### src/rtl/pc_seq.sv
// ---------------------------------------------------------------------------
// pc_seq -- program-counter command sequencer.
//
// Issues one PC command per cycle (inc / add / sub with offset) and
// arbitrates between two branch requesters: requester 0 is the branch unit
// and requester 1 is the exception unit. A granted branch produces one
// BRANCH cycle followed by BR_PENALTY bubble cycles, then fetch resumes.
//
// Optional feature macro: PC_SEQ_RR_EN
//   defined   -> round-robin arbitration with a one-bit preference pointer
//   undefined -> fixed priority, requester 1 always wins, no pointer state
//
// Parameter
//   BR_PENALTY  bubble cycles after each branch (0..7)
// Ports
//   clk        in   clock, all state changes on the rising edge
//   reset      in   asynchronous active-low reset
//   run        in   level, enables sequential fetch
//   halt       in   level, pauses PC activity while in FETCH/HALTED
//   req_valid  in   [1:0] per-requester branch request
//   req_sub    in   [1:0] per-requester direction (1 = subtract)
//   req_off0   in   [15:0] branch offset of requester 0
//   req_off1   in   [15:0] branch offset of requester 1
//   req_ready  out  [1:0] per-requester grant
//   inc        out  PC increment command
//   add        out  PC add-offset command
//   sub        out  PC subtract-offset command
//   offset     out  [15:0] offset for add/sub, zero otherwise
//   state      out  [2:0] IDLE=0 FETCH=1 BRANCH=2 BUBBLE=3 HALTED=4
// ---------------------------------------------------------------------------
module pc_seq #(
  parameter int unsigned BR_PENALTY = 1
) (
  input  logic        clk,
  input  logic        reset,
  input  logic        run,
  input  logic        halt,
  input  logic [1:0]  req_valid,
  input  logic [1:0]  req_sub,
  input  logic [15:0] req_off0,
  input  logic [15:0] req_off1,
  output logic [1:0]  req_ready,
  output logic        inc,
  output logic        add,
  output logic        sub,
  output logic [15:0] offset,
  output logic [2:0]  state
);

  typedef enum logic [2:0] {
    S_IDLE   = 3'd0,
    S_FETCH  = 3'd1,
    S_BRANCH = 3'd2,
    S_BUBBLE = 3'd3,
    S_HALTED = 3'd4
  } state_t;

  // The counter is loaded with BR_PENALTY-1 so that BUBBLE spans exactly
  // BR_PENALTY cycles, leaving on the cycle it reads zero.
  localparam logic [2:0] BUB_LOAD = (BR_PENALTY > 0) ? 3'(BR_PENALTY - 1) : 3'd0;

  state_t      state_reg, state_next;
  logic [2:0]  bub_cnt_reg, bub_cnt_next;
  logic [15:0] off_reg;
  logic        dir_reg;
  logic [1:0]  grant;
  logic        xfer;
  logic        gidx;

`ifdef PC_SEQ_RR_EN
  logic        ptr_reg;
`endif

  // Arbiter: grants only in FETCH with run=1 and halt=0, never to an
  // idle requester, so any grant bit implies a transfer this cycle.
  always_comb begin
    grant = 2'b00;
    if (state_reg == S_FETCH && run && !halt) begin
`ifdef PC_SEQ_RR_EN
      if (req_valid[ptr_reg])
        grant[ptr_reg] = 1'b1;
      else if (req_valid[~ptr_reg])
        grant[~ptr_reg] = 1'b1;
`else
      if (req_valid[1])
        grant = 2'b10;
      else if (req_valid[0])
        grant = 2'b01;
`endif
    end
  end

  assign xfer = |(req_valid & grant);
  assign gidx = grant[1];

  // State register
  always_ff @(posedge clk or negedge reset) begin
    if (!reset) begin
      state_reg   <= S_IDLE;
      bub_cnt_reg <= 3'd0;
    end else begin
      state_reg   <= state_next;
      bub_cnt_reg <= bub_cnt_next;
    end
  end

  // Captured branch request plus the round-robin pointer
  always_ff @(posedge clk or negedge reset) begin
    if (!reset) begin
      off_reg <= 16'h0000;
      dir_reg <= 1'b0;
`ifdef PC_SEQ_RR_EN
      ptr_reg <= 1'b0;
`endif
    end else if (xfer) begin
      off_reg <= gidx ? req_off1 : req_off0;
      dir_reg <= req_sub[gidx];
`ifdef PC_SEQ_RR_EN
      ptr_reg <= ~gidx;
`endif
    end
  end

  // Next-state logic. run/halt are deliberately not looked at in BRANCH
  // and BUBBLE; they take effect once FETCH is re-entered.
  always_comb begin
    state_next   = state_reg;
    bub_cnt_next = bub_cnt_reg;
    unique case (state_reg)
      S_IDLE: begin
        if (run) state_next = S_FETCH;
      end
      S_FETCH: begin
        if (!run)      state_next = S_IDLE;
        else if (halt) state_next = S_HALTED;
        else if (xfer) state_next = S_BRANCH;
      end
      S_BRANCH: begin
        if (BR_PENALTY > 0) begin
          state_next   = S_BUBBLE;
          bub_cnt_next = BUB_LOAD;
        end else begin
          state_next = S_FETCH;
        end
      end
      S_BUBBLE: begin
        if (bub_cnt_reg == 3'd0) state_next = S_FETCH;
        else                     bub_cnt_next = bub_cnt_reg - 3'd1;
      end
      S_HALTED: begin
        if (!run)      state_next = S_IDLE;
        else if (!halt) state_next = S_FETCH;
      end
      default: begin
        state_next   = S_IDLE;
        bub_cnt_next = 3'd0;
      end
    endcase
  end

  // Output logic: commands depend on state only, so reset clears them
  // immediately through the asynchronously cleared state register.
  always_comb begin
    inc       = 1'b0;
    add       = 1'b0;
    sub       = 1'b0;
    offset    = 16'h0000;
    req_ready = grant;
    state     = state_reg;
    case (state_reg)
      S_FETCH:  inc = 1'b1;
      S_BRANCH: begin
        add    = ~dir_reg;
        sub    = dir_reg;
        offset = off_reg;
      end
      default: ;
    endcase
  end

endmodule

### config.mk
export PLATFORM = sky130hd
export DESIGN_NAME = pc_seq
export DESIGN_NICKNAME = d
export VERILOG_FILES = /design/src/rtl/pc_seq.sv
export SDC_FILE = /design/constraint.sdc
export NUM_CORES = 1
export LEC_CHECK = 0
export ABC_CLOCK_PERIOD_IN_PS = 3180
export BUFFER_PORTS_ARGS = -buffer_cell sky130_fd_sc_hd__buf_4
export CORE_ASPECT_RATIO = 1.5
export CORE_UTILIZATION = 52
export CTS_CLUSTER_DIAMETER = 80
export DETAILED_ROUTE_END_ITERATION = 10
export HOLD_SLACK_MARGIN = 0.12
export PLACE_DENSITY = 0.86
export SYNTH_ARGS = -nofsm -noshare
export SYNTH_HDL_FRONTEND = slang
export SYNTH_SLANG_ARGS = --single-unit
### constraint.sdc
create_clock -name clk -period 3.18 [get_ports clk]
set_clock_uncertainty 0.2 [all_clocks]
set_input_delay 0.318 -clock clk [delete_from_list [all_inputs] [get_ports clk]]
set_output_delay 0.318 -clock clk [all_outputs]
set_load 0.05 [all_outputs]
Yosys cells after proc, flatten, opt, wreduce, memory -nomap -nowiden --
Cells that the tools add are included. W data, S select, Z words.
Word-level totals: register bits after elaboration 23, output and inout bits 24, word-level logic and storage cells 47
Cells by class: $add $sub $neg 1, $lt $le $gt $ge 1, equality and inequality tests 9, mux-type cells 20, bitwise gates (word level) 3, reductions and logical operators 9
Operators by type and width (count):
- $mux W16 | 2
- $mux W3 | 8
- $pmux W3 S5 | 1
- $eq A3 B2 Y1 const B | 2
- $logic_not A3 Y1 | 2
- $mux W1 | 6
- $ne A2 B2 Y1 const B | 3
- $pmux W3 S2 | 1
- $mux W2 | 2
- $ne A4 B4 Y1 const B | 1
- $reduce_and A4 Y1 | 1
- $eq A3 B1 Y1 const B | 1
- $eq A3 B3 Y1 const B | 1
- $ne A3 B3 Y1 const B | 1
- $reduce_or A3 Y1 | 1
- $sub A3 B1 Y3 const B | 1
- $and A2 B2 Y2 | 1
- $logic_and A1 B1 Y1 | 2
- $lt A1 B2 Y1 const B | 1
- $not A1 Y1 | 2
- $reduce_and A2 Y1 | 1
- $reduce_or A2 Y1 | 1
- $logic_not A1 Y1 | 1

Longest topological paths before layout --
Gate-level depths: netlist of the first run.
depth in word-level cells 10, mapped depth 5

Least setup slack after synthesis of the first run --
No wires, ideal clock.
path kind reg2out, from register state_reg[0] (netlist: state[0]), to output req_ready[0], arrival time 2.678 ns, path slack -0.016 ns, cell stages (with the launch flop) 6, cell sequence dfrtp_1 > or3b_4 > inv_2 > buf_6 > nand2_2 > nor3b_1
Between the ends: longest elaborated chain between the ends 4
Ends and longest elaborated chain:
- start, declared | RTL line 62 | state_t state_reg, state_next;
- start signal, assigned | RTL line 102 | state_reg <= state_next;
- $eq A3 B1 Y1 | RTL line 78 | if (state_reg == S_FETCH && run && !halt) begin
- $logic_and A1 B1 Y1 (2 in series) | RTL line 78
- $mux W2 | RTL line 78
- end, declared | RTL line 42 | output logic [1:0] req_ready,
No other way between the ends.

Worst setup path after layout of the first run --
Ends and elaborated chain as after synthesis.

==> impl_results.md, run 1 <==
* CP Capture Type: output pin
* Synth area leader: dfrtp_1
* Proportion of netlist area held by the largest area contributor at 0.3710
* DP HPWL at 2931 µm
* Initial antenna violation count at 0
* Critical Path Start Type: flip-flop
* Setup CP Type: flip-flop to output pin
* Setup Viol. Count Final at 0
* Multi-input logic area at 847.1 µm²
* CTS Buf Count at 3
* Routed Antenna Nets at 0
* Fin util at 0.7554
* Peak supply drop at 496.5 µV
* Vias in the first global route at 1442
* Min cycle time layout at 2.738 ns
* Max Clk Rate at 0.3652 GHz
* Comb pwr share at 0.496
* Clock root buffer: clkbuf_8
* Number of antenna diodes at 0
* Core Region at 2763 µm²
* Worst slew pin tran at 0.4360 ns
* Mean post-synth cell area at 9.073 µm²
* Switching power at 620.4 µW
* Post-synthesis sequential area ratio at 0.3710
* Setup TNS at 0 ns
* Port bufs at 63
* Class of the worst hold path: primary input to flip-flop
* Die extent in y at 68.90 µm
* Post-synth top cells: 23 x dfrtp_1, 17 x and2_1, 16 x inv_1
* Vias per inst at 5.932
* H-tree Lvls at 1
* Clock slew at the register clock pins of the worst setup and hold paths at 0.08 ns
* Post-CTS Setup Bufs at 0
* Worst path max stage delay at 0.56 ns
* Post-synth EDFFs at 0
* Crit path max fanout at 13
* Yosys reg bits at 23
* Cell row count at 23
* # clock sinks at 23
* Yosys cell types at 37
* Slowest-stage cell, CP: dfrtp_1
* Final Net Count at 271
* Post-CTS sizing at 0
* Hold_buf cts at 2
* Clock tree buffer depth at 2
* GR Overflow Total at 0
* Post-Synthesis Cells at 171
* WP data required at 2.66 ns
* Syn Nets at 213
* Initial DRT Pass Iterations at 5
* CTS tree: built
* Synth top area cells: dfrtp_1 37%, and2_1 6.9%, o221a_2 6.5%
* Tot GR Track Use at 0.2754
* Yosys warns at 0
* Detailed Route WL at 3969 µm
* Via count at 1572
* FF+latch area at 575.6 µm²
* Layout cells sized above 1 at 0.3684
* Post-synth top flop: dfrtp_1
* Placed cell area at 2021 µm²
* WL/cell at 14.98 µm
* Max Cap Viol at 0
* Final Instance Area at 2087 µm²
* Status: finished clean
* Max_slew headroom at 0.7082
* CP arrival at 2.22 ns
* Post-Synthesis Cell Area at 1551 µm²
* Fin crit share at 0.8611
* Kind of cell adding the most delay to the critical path: simple AND/OR/NAND/NOR gates
* Top-count cell post-synth: dfrtp_1
* RePlAce Congestion at 0.7750
* Fill cells at 225
* Initial core utilization at 0.5616
* CP Buf/Inv Count at 2
* Sequential power share at 0.373
* Ys async rst share at 1.000
* Critical-path cell list: or3b_4, inv_2, nand2_2, nor3b_2, buf_4
* P_int at 785.3 µW
* Skew-Pair Late Insertion Delay at 0.27 ns
* Full die area at 3211 µm²
* Die width at 46.60 µm
* P per Cell Area at 673.6 nW/µm²
* Clk pwr share at 0.131
* Iter 0 DRT Violations at 38
* Largest net degree at the start of global routing at 32
* Max reg flops at 16
* Unrepaired setup endpoints after global routing: false
* DR DRC count at 0
* Slew Limit Fails at 0
* First-pass GRT wire length at 6389 µm
* I/O pins at 64
* Area added between synthesis and finish at 34.52%
* Static leakage power at 0.001021 µW
* Fin. Hold Viols at 0
* Sw Share at 0.4413
-- cells in the final DEF (no fill, tap or decap) --
master,netlist,layout
nand3b_1,1,1
ha_1,2,2
nor3_4,1,1
o221a_2,9,9
inv_1,16,16
a21oi_1,9,9
nand2b_1,2,2
o2111ai_1,1,1
clkinv_2,0,1
a211oi_1,1,1
dlygate4sd3_1,0,2
o21ai_0,3,3
dfrtp_1,23,23
buf_4,0,65
or3b_4,1,1
xnor2_1,1,1
clkbuf_8,0,3
o221a_1,1,1
nor3b_1,2,1
and3b_1,8,8
o2bb2ai_1,7,7
a32o_1,1,1
nor2_1,15,15
nor2b_1,3,3
nand2_2,1,1
nor4_1,1,1
a211o_1,1,1
or3_1,10,10
a31oi_1,1,1
nand2_1,1,1
nor3b_2,0,1
inv_2,1,1
o31ai_1,1,1
and2_1,17,17
nor3_1,3,3
a41oi_1,10,10
o211ai_2,1,1
nor4bb_1,1,1
a21o_1,1,1
-- routing by layer --
metal | GRT usage | vias to the layer above | part of all wire
met3 | 0.02604 | 16 | 0.049
met1 | 0.3366 | 743 | 0.39
met4 | 0.1213 | 0 | 0.031
met2 | 0.4740 | 74 | 0.52
li1 | - | 739 | -
met5 | 0 | - | 0
-- kinds of logic after synthesis --
family	count (synthesis)	share of synthesized area
DFF	23	0.3710
adders and majority gates	2	0.01613
AOI/OAI and AO/OA	47	0.2516
and+or+nand+nor	67	0.2694
buffers and inverters	31	0.08629
xor gates and xnor gates	1	0.005646
-- final timing paths --
kind | start | to | slack (ns) | depth (start not counted)
max in group asynchronous | reset | off_reg[11] | 2.29 | 2
min | req_off1[4] | off_reg[4] | 0.13 | 3
min in group asynchronous | reset | bub_cnt_reg[1] | 0.26 | 2
max | state[0] | req_ready[0] | 0.44 | 5
min reg2reg | off_reg[4] | off_reg[4] | 0.29 | 1
max reg2reg | state[0] | off_reg[11] | 1.11 | 4
-- power by group through the flow --
| stage | Clock (µW) | Sequential, µW | Combinational [µW] |
|---|---|---|---|
| floorplan | 0 | 521 | 520 |
| global placement | 0 | 520 | 680 |
| detailed placement | 0 | 524 | 697 |
| CTS | 186 | 521 | 700 |
| global route | 201 | 542 | 747 |
| finish | 184 | 524 | 697 |
-- layout make-up --
type,count,share of cell area
clock buffers,3,0.01978
clock inverters,1,0.002398
inverters,17,0.03058
multi-input cells,117,0.4059
flip-flops and latches,23,0.2758
repair buffers,67,0.2434
well taps,37,0.02218
-- metrics by stage --
stage,hold slack (ns),setup slack [ns],power (µW),cells
after floorplan,-0.1776,0.4721,1041,171
after global placement,0.02414,0.8310,1200,259
after detailed placement,0.02693,0.7716,1221,259
after CTS,0.1265,0.4629,1406,265
after global routing,0.1324,0.3430,1490,265
final,0.1253,0.4416,1406,265
-- worst min-delay path, stage by stage --
cell       delay (ns)
buf_4            0.07
a21oi_1          0.05
o2bb2ai_1        0.12
(Power assumes the default switching activity.)
==> inputs of run 2 (changes only) <==
--- a/config.mk
+++ b/config.mk
@@ -13,6 +13,8 @@
 export DETAILED_ROUTE_END_ITERATION = 10
 export HOLD_SLACK_MARGIN = 0.12
 export PLACE_DENSITY = 0.86
+export REMOVE_ABC_BUFFERS = 1
+export SETUP_SLACK_MARGIN = 0.1
 export SYNTH_ARGS = -nofsm -noshare
 export SYNTH_HDL_FRONTEND = slang
 export SYNTH_SLANG_ARGS = --single-unit
==> run 2 against run 1 <==
  * Sequential share of layout area up 0.066 points
  * Cell count unchanged
  * Non-clock buffer count unchanged
  * Clock-buffer cell count unchanged
  * Clock power decreased by 4%
==> impl_results.md, run 2 (synthesis gave the netlist of run 1 again) <==
* Clk pwr share at 0.127
* RePlAce Congestion at 0.8462
* P per Cell Area at 671.8 nW/µm²
* CTS Buf Count at 3
* CP Capture Type: output pin
* Max_slew headroom at 0.6588
* CTS tree: built
* Fin util at 0.7536
* Area added between synthesis and finish at 34.19%
* Iter 0 DRT Violations at 31
* WL/cell at 15.04 µm
* Number of antenna diodes at 0
* Final Net Count at 271
* Initial DRT Pass Iterations at 4
* Sequential power share at 0.374
* GR Overflow Total at 0
* Critical-path cell list: or3b_4, inv_2, nand2_2, nor3b_1, buf_4
* First-pass GRT wire length at 6444 µm
* Peak supply drop at 498.0 µV
* WP data required at 2.66 ns
* Min cycle time layout at 2.733 ns
* Cell row count at 23
* Kind of cell adding the most delay to the critical path: simple AND/OR/NAND/NOR gates
* Layout cells sized above 1 at 0.3640
* Slowest-stage cell, CP: dfrtp_1
* Most frequent cells in the layout: 65 x buf_4, 23 x dfrtp_1, 17 x and2_1
* Sw Share at 0.4391
* Skew-Pair Late Insertion Delay at 0.26 ns
* Unrepaired setup endpoints after global routing: false
* Detailed Route WL at 3985 µm
* Clock tree buffer depth at 2
* Placed cell area at 2016 µm²
* I/O pins at 64
* H-tree Lvls at 1
* Final Instance Area at 2082 µm²
* Fill cells at 199
* # clock sinks at 23
* Comb pwr share at 0.499
* Clock root buffer: clkbuf_8
* Fin crit share at 0.8594
* Static leakage power at 0.001019 µW
* Vias per inst at 5.842
* Clock slew at the register clock pins of the worst setup and hold paths at 0.08 ns
* Initial core utilization at 0.5616
* Critical Path Start Type: flip-flop
* Tot GR Track Use at 0.2727
* CP arrival at 2.21 ns
* CP Buf/Inv Count at 2
* Class of the worst hold path: primary input to flip-flop
* DP HPWL at 2875 µm
* Worst path max stage delay at 0.56 ns
* Final hold slack at 0.1510 ns
* Full die area at 3211 µm²
* Max Cap Viol at 0
* Worst slew pin tran at 0.5098 ns
* Routed Antenna Nets at 0
* Setup Viol. Count Final at 0
* Switching power at 614.2 µW
* Multi-input logic area at 842.1 µm²
* Largest net degree at the start of global routing at 32
* P_int at 784.5 µW
* Slew Limit Fails at 0
* Core Region at 2763 µm²
* Initial antenna violation count at 0
* Via count at 1548
* Fin. Hold Viols at 0
* Die width at 46.60 µm
* Crit path max fanout at 13
* Die extent in y at 68.90 µm
* Port bufs at 63
* Vias in the first global route at 1422
* Max reg flops at 16
* Setup CP Type: flip-flop to output pin
* Post-CTS Setup Bufs at 0
* Status: finished clean
* Max Clk Rate at 0.3659 GHz
* FF+latch area at 575.6 µm²
* DR DRC count at 0
* Most common cell after layout, fill and taps aside: buf_4
==> run 2: cell count changes in the layout (fill, tap and decap cells not counted) <==
cell / delta
nor3b_2: -1
nor3b_1: +1
==> run 2: worst paths after layout <==
kind / startpoint / endpoint / slack, ns / depth (start not counted)
max: state[0] / req_ready[0] / 0.45 / 5
min: halt / state[2] / 0.15 / 3
max reg2reg: state[0] / off_reg[12] / 1.11 / 4
min reg2reg: off_reg[13] / off_reg[13] / 0.29 / 1
max in group asynchronous: reset / bub_cnt_reg[1] / 2.25 / 2
min in group asynchronous: reset / off_reg[10] / 0.30 / 2
==> run 2: cell type report <==
cell class | count | share of cell area
Clock inverter | 1 | 0.002404
Sequential cell | 23 | 0.2764
Clock buffer | 3 | 0.01983
Multi-Input combinational cell | 117 | 0.4044
Timing Repair Buffer | 67 | 0.2440
Tap cell | 37 | 0.02224
Inverter | 17 | 0.03065
==> run 2: repair_timing <==
| item | in CTS | in global routing |
|---|---|---|
| gates resized for setup | 0 | 0 |
| hold endpoints to repair | 24 | 0 |
| hold buffers | 2 | 0 |
==> run 2: power by group through the flow <==
stage                     Combinational [µW]  Clock [µW]  Sequential [µW]
after global routing                     747         192              546
after detailed placement                 694           0              527
after floorplan                          442           0              545
after global placement                   676           0              516
final                                    698         177              523
after CTS                                698         184              522
==> run 2: tightest hold or removal path, delay by kind of cell <==
kind / cells / cell delay (ns)
buffers and inverters: 1 / 0.14
and+or+nand+nor: 2 / 0.11
==> run 2: metal layers <==
layer	vias up	wire, µm	global-route usage
met2	66	2115	0.4896
met4	0	19	0.05882
met3	2	217	0.02344
met5	-	0	0
met1	741	1634	0.3433
li1	739	-	-
==> run 2: metrics by stage <==
step                cells  setup WS (ns)  TNS (ns)  power (µW)
floorplan             157        -0.3039   -0.3039       987.1
global placement      259         0.8358         0        1192
detailed placement    259         0.7651         0        1222
CTS                   265         0.4733         0        1404
global route          265         0.3582         0        1485
finish                265         0.4472         0        1399
==> inputs of run 3 (changes only) <==
--- a/config.mk
+++ b/config.mk
@@ -5,6 +5,7 @@
 export SDC_FILE = /design/constraint.sdc
 export NUM_CORES = 1
 export LEC_CHECK = 0
+export ABC_AREA = 1
 export ABC_CLOCK_PERIOD_IN_PS = 3180
 export BUFFER_PORTS_ARGS = -buffer_cell sky130_fd_sc_hd__buf_4
 export CORE_ASPECT_RATIO = 1.5
@@ -12,7 +13,7 @@
 export CTS_CLUSTER_DIAMETER = 80
 export DETAILED_ROUTE_END_ITERATION = 10
 export HOLD_SLACK_MARGIN = 0.12
-export PLACE_DENSITY = 0.86
+export PLACE_DENSITY = 0.84
 export REMOVE_ABC_BUFFERS = 1
 export SETUP_SLACK_MARGIN = 0.1
 export SYNTH_ARGS = -nofsm -noshare
==> run 3 against run 2 <==
  * Sequential cell count stayed put
  * Die area is 5.7% higher
  * Critical path depth is 3 higher
  * Register-to-register slack worse by 0.21 ns
  * Area after synthesis is 6.0% higher
  * Total power is 2.0% lower
  * Critical endpoint is now req_ready[1]
  * Largest power group unchanged
==> impl_results.md, run 3 <==
* Initial antenna violation count at 0
* Worst slew pin tran at 0.6719 ns
* Skew-Pair Late Insertion Delay at 0.27 ns
* Fin crit share at 0.7824
* Max_slew headroom at 0.5510
* Unrepaired setup endpoints after global routing: false
* H-tree Lvls at 1
* Die extent in y at 70.87 µm
* First-pass GRT wire length at 6216 µm
* Clock root buffer: clkbuf_8
* CP arrival at 1.97 ns
* Initial core utilization at 0.5587
* Setup Viol. Count Final at 0
* Post-synthesis sequential area ratio at 0.3501
* WP data required at 2.66 ns
* Worst hold start: req_off0[1]
* Crit path launch: halt
* Placed cell count at 335
* Critical Path Start Type: primary input
* Status: finished clean
* Comb pwr share at 0.506
* DR DRC count at 0
* DP HPWL at 2735 µm
* P_int at 727.2 µW
* Fill cells at 268
* Yosys warns at 0
* Final Instance Area at 2202 µm²
* Max reg flops at 16
* Max Cap Viol at 0
* Number of antenna diodes at 0
* Peak supply drop at 420.9 µV
* Synth area leader: dfrtp_1
* CTS Buf Count at 3
* Class of the worst hold path: primary input to flip-flop
* Layout cells sized above 1 at 0.2876
* Dpl ws at 1.183 ns
* Largest net degree at the start of global routing at 24
* Clk pwr share at 0.138
* FF-to-FF path depth at 7
* Fin. Hold Viols at 0
* Detailed Route WL at 3831 µm
* CTS tree: built
* Full die area at 3395 µm²
* Yosys cell types at 22
* Slew Limit Fails at 0
* Sequential power share at 0.356
* Worst hold path stage count at 3
* Synth top area cells: dfrtp_1 35%, nand2_1 14%, inv_1 13%
* Top-count cell post-synth: nand2_1
* RePlAce Congestion at 0.7784
* Max Clk Rate at 0.4019 GHz
* Initial DRT Pass Iterations at 4
* Area added between synthesis and finish at 33.94%
* Post-synth EDFFs at 0
* R2R Path End: off_reg[0]
* Vias in the first global route at 1497
* Vias per inst at 4.733
* Yosys reg bits at 23
* Tot GR Track Use at 0.2581
* P per Cell Area at 622.3 nW/µm²
* Iter 0 DRT Violations at 57
* Cell row count at 24
* Post-synth top flop: dfrtp_1
* Final Net Count at 349
* Proportion of netlist area held by the largest area contributor at 0.3501
* Most frequent cells in the layout: 63 x nand2_1, 63 x buf_4, 58 x inv_1
* Routed Antenna Nets at 0
* Min cycle time layout at 2.488 ns
* Post-CTS sizing at 0
* Sw Share at 0.4694
* Placed cell area at 2096 µm²
* Setup TNS at 0 ns
* Setup CP Type: primary input to output pin
* Final worst slack at 0.6919 ns
* WL/cell at 11.10 µm
* CP endpoint: req_ready[1]
* Via count at 1633
* Ys async rst share at 1.000
* Post-Synthesis Cell Area at 1644 µm²
* Crit path max fanout at 17
* Post-Synthesis Cells at 240
* Post-synth top cells: 63 x nand2_1, 58 x inv_1, 30 x nor2_1
* Core Region at 2943 µm²
* Static leakage power at 0.001310 µW
* # clock sinks at 23
* Clock tree buffer depth at 2
* Reg2reg start: state[2]
* CP Capture Type: output pin
* Switching power at 643.2 µW
* Reg2reg setup slack at 0.90 ns
* Mean post-synth cell area at 6.850 µm²
* I/O pins at 64
* Port bufs at 63
* Die width at 47.91 µm
* Final Instance Count excl. Fillers at 345
* Clock slew at the register clock pins of the worst setup and hold paths at 0.09 ns
* GR Overflow Total at 0
-- run 3: cell types whose count changed after synthesis, sizes merged, moves of 17 or more --
cell,change
nand2,+63
nand3,+38
nor2,+17
inv,+44
and2,-17
-- run 3: power by group through the flow --
stage | Combinational (µW) | Clock (µW) | Sequential [µW]
floorplan | 447 | 0 | 520
global placement | 671 | 0 | 485
detailed placement | 681 | 0 | 492
CTS | 699 | 193 | 487
global route | 771 | 201 | 502
finish | 693 | 190 | 488
-- run 3: area by class of cell --
cell class                 instances  area (µm²)  share of cell area
tap                               39       48.80             0.02216
multi-input combinational        149       769.5              0.3494
sequential                        23       575.6              0.2614
clock inverter                     1       5.005            0.002273
inverter                          61       229.0              0.1040
clock buffer                       3       41.29             0.01875
timing repair buffer              69       533.0              0.2420
-- run 3: metal layers --
| metal | global-route usage | share of wire | up-vias |
|---|---|---|---|
| met5 | 0 | 0 | - |
| met4 | 0.1080 | 0.015 | 0 |
| met3 | 0.05102 | 0.050 | 4 |
| met2 | 0.4550 | 0.54 | 54 |
| met1 | 0.2793 | 0.40 | 731 |
| li1 | - | - | 844 |
-- run 3: repair_timing --
action,in CTS,in global routing
hold endpoints to repair,26,0
buffers inserted,0,0
hold buffers,6,0
-- run 3: cells by family (layout without fill, tap and decap cells) --
logic type,after synthesis,count (layout),synth area share
AO/OA/AOI/OAI,9,9,0.03424
adder cells (fa/ha/maj),2,2,0.01522
buffers and inverters,68,134,0.1819
flip-flops,23,23,0.3501
AND/OR/NAND/NOR,138,138,0.4186
-- run 3: how the worst min path moves through the flow --
stage,end,slack [ns]
final,off_reg[1],0.14
after global routing,off_reg[1],0.15
after CTS,off_reg[1],0.14
after detailed placement,off_reg[1],0.03
after global placement,off_reg[1],0.03
after floorplan,bub_cnt_reg[0],-0.18
-- run 3: worst max-delay path, cell delays in order --
cell	delay (ns)
dlygate4sd3_1	0.54
buf_4	0.14
inv_1	0.05
nand2_1	0.15
inv_2	0.15
nand3_4	0.22
inv_1	0.18
buf_4	0.22
-- run 3: through the flow --
step | power (µW) | util | hold slack (ns)
after floorplan | 967.7 | - | -0.1776
after global placement | 1156 | 0.7122 | 0.02920
after detailed placement | 1174 | 0.7122 | 0.03120
after CTS | 1379 | 0.7483 | 0.1440
after global routing | 1474 | 0.7483 | 0.1492
final | 1370 | 0.7483 | 0.1394
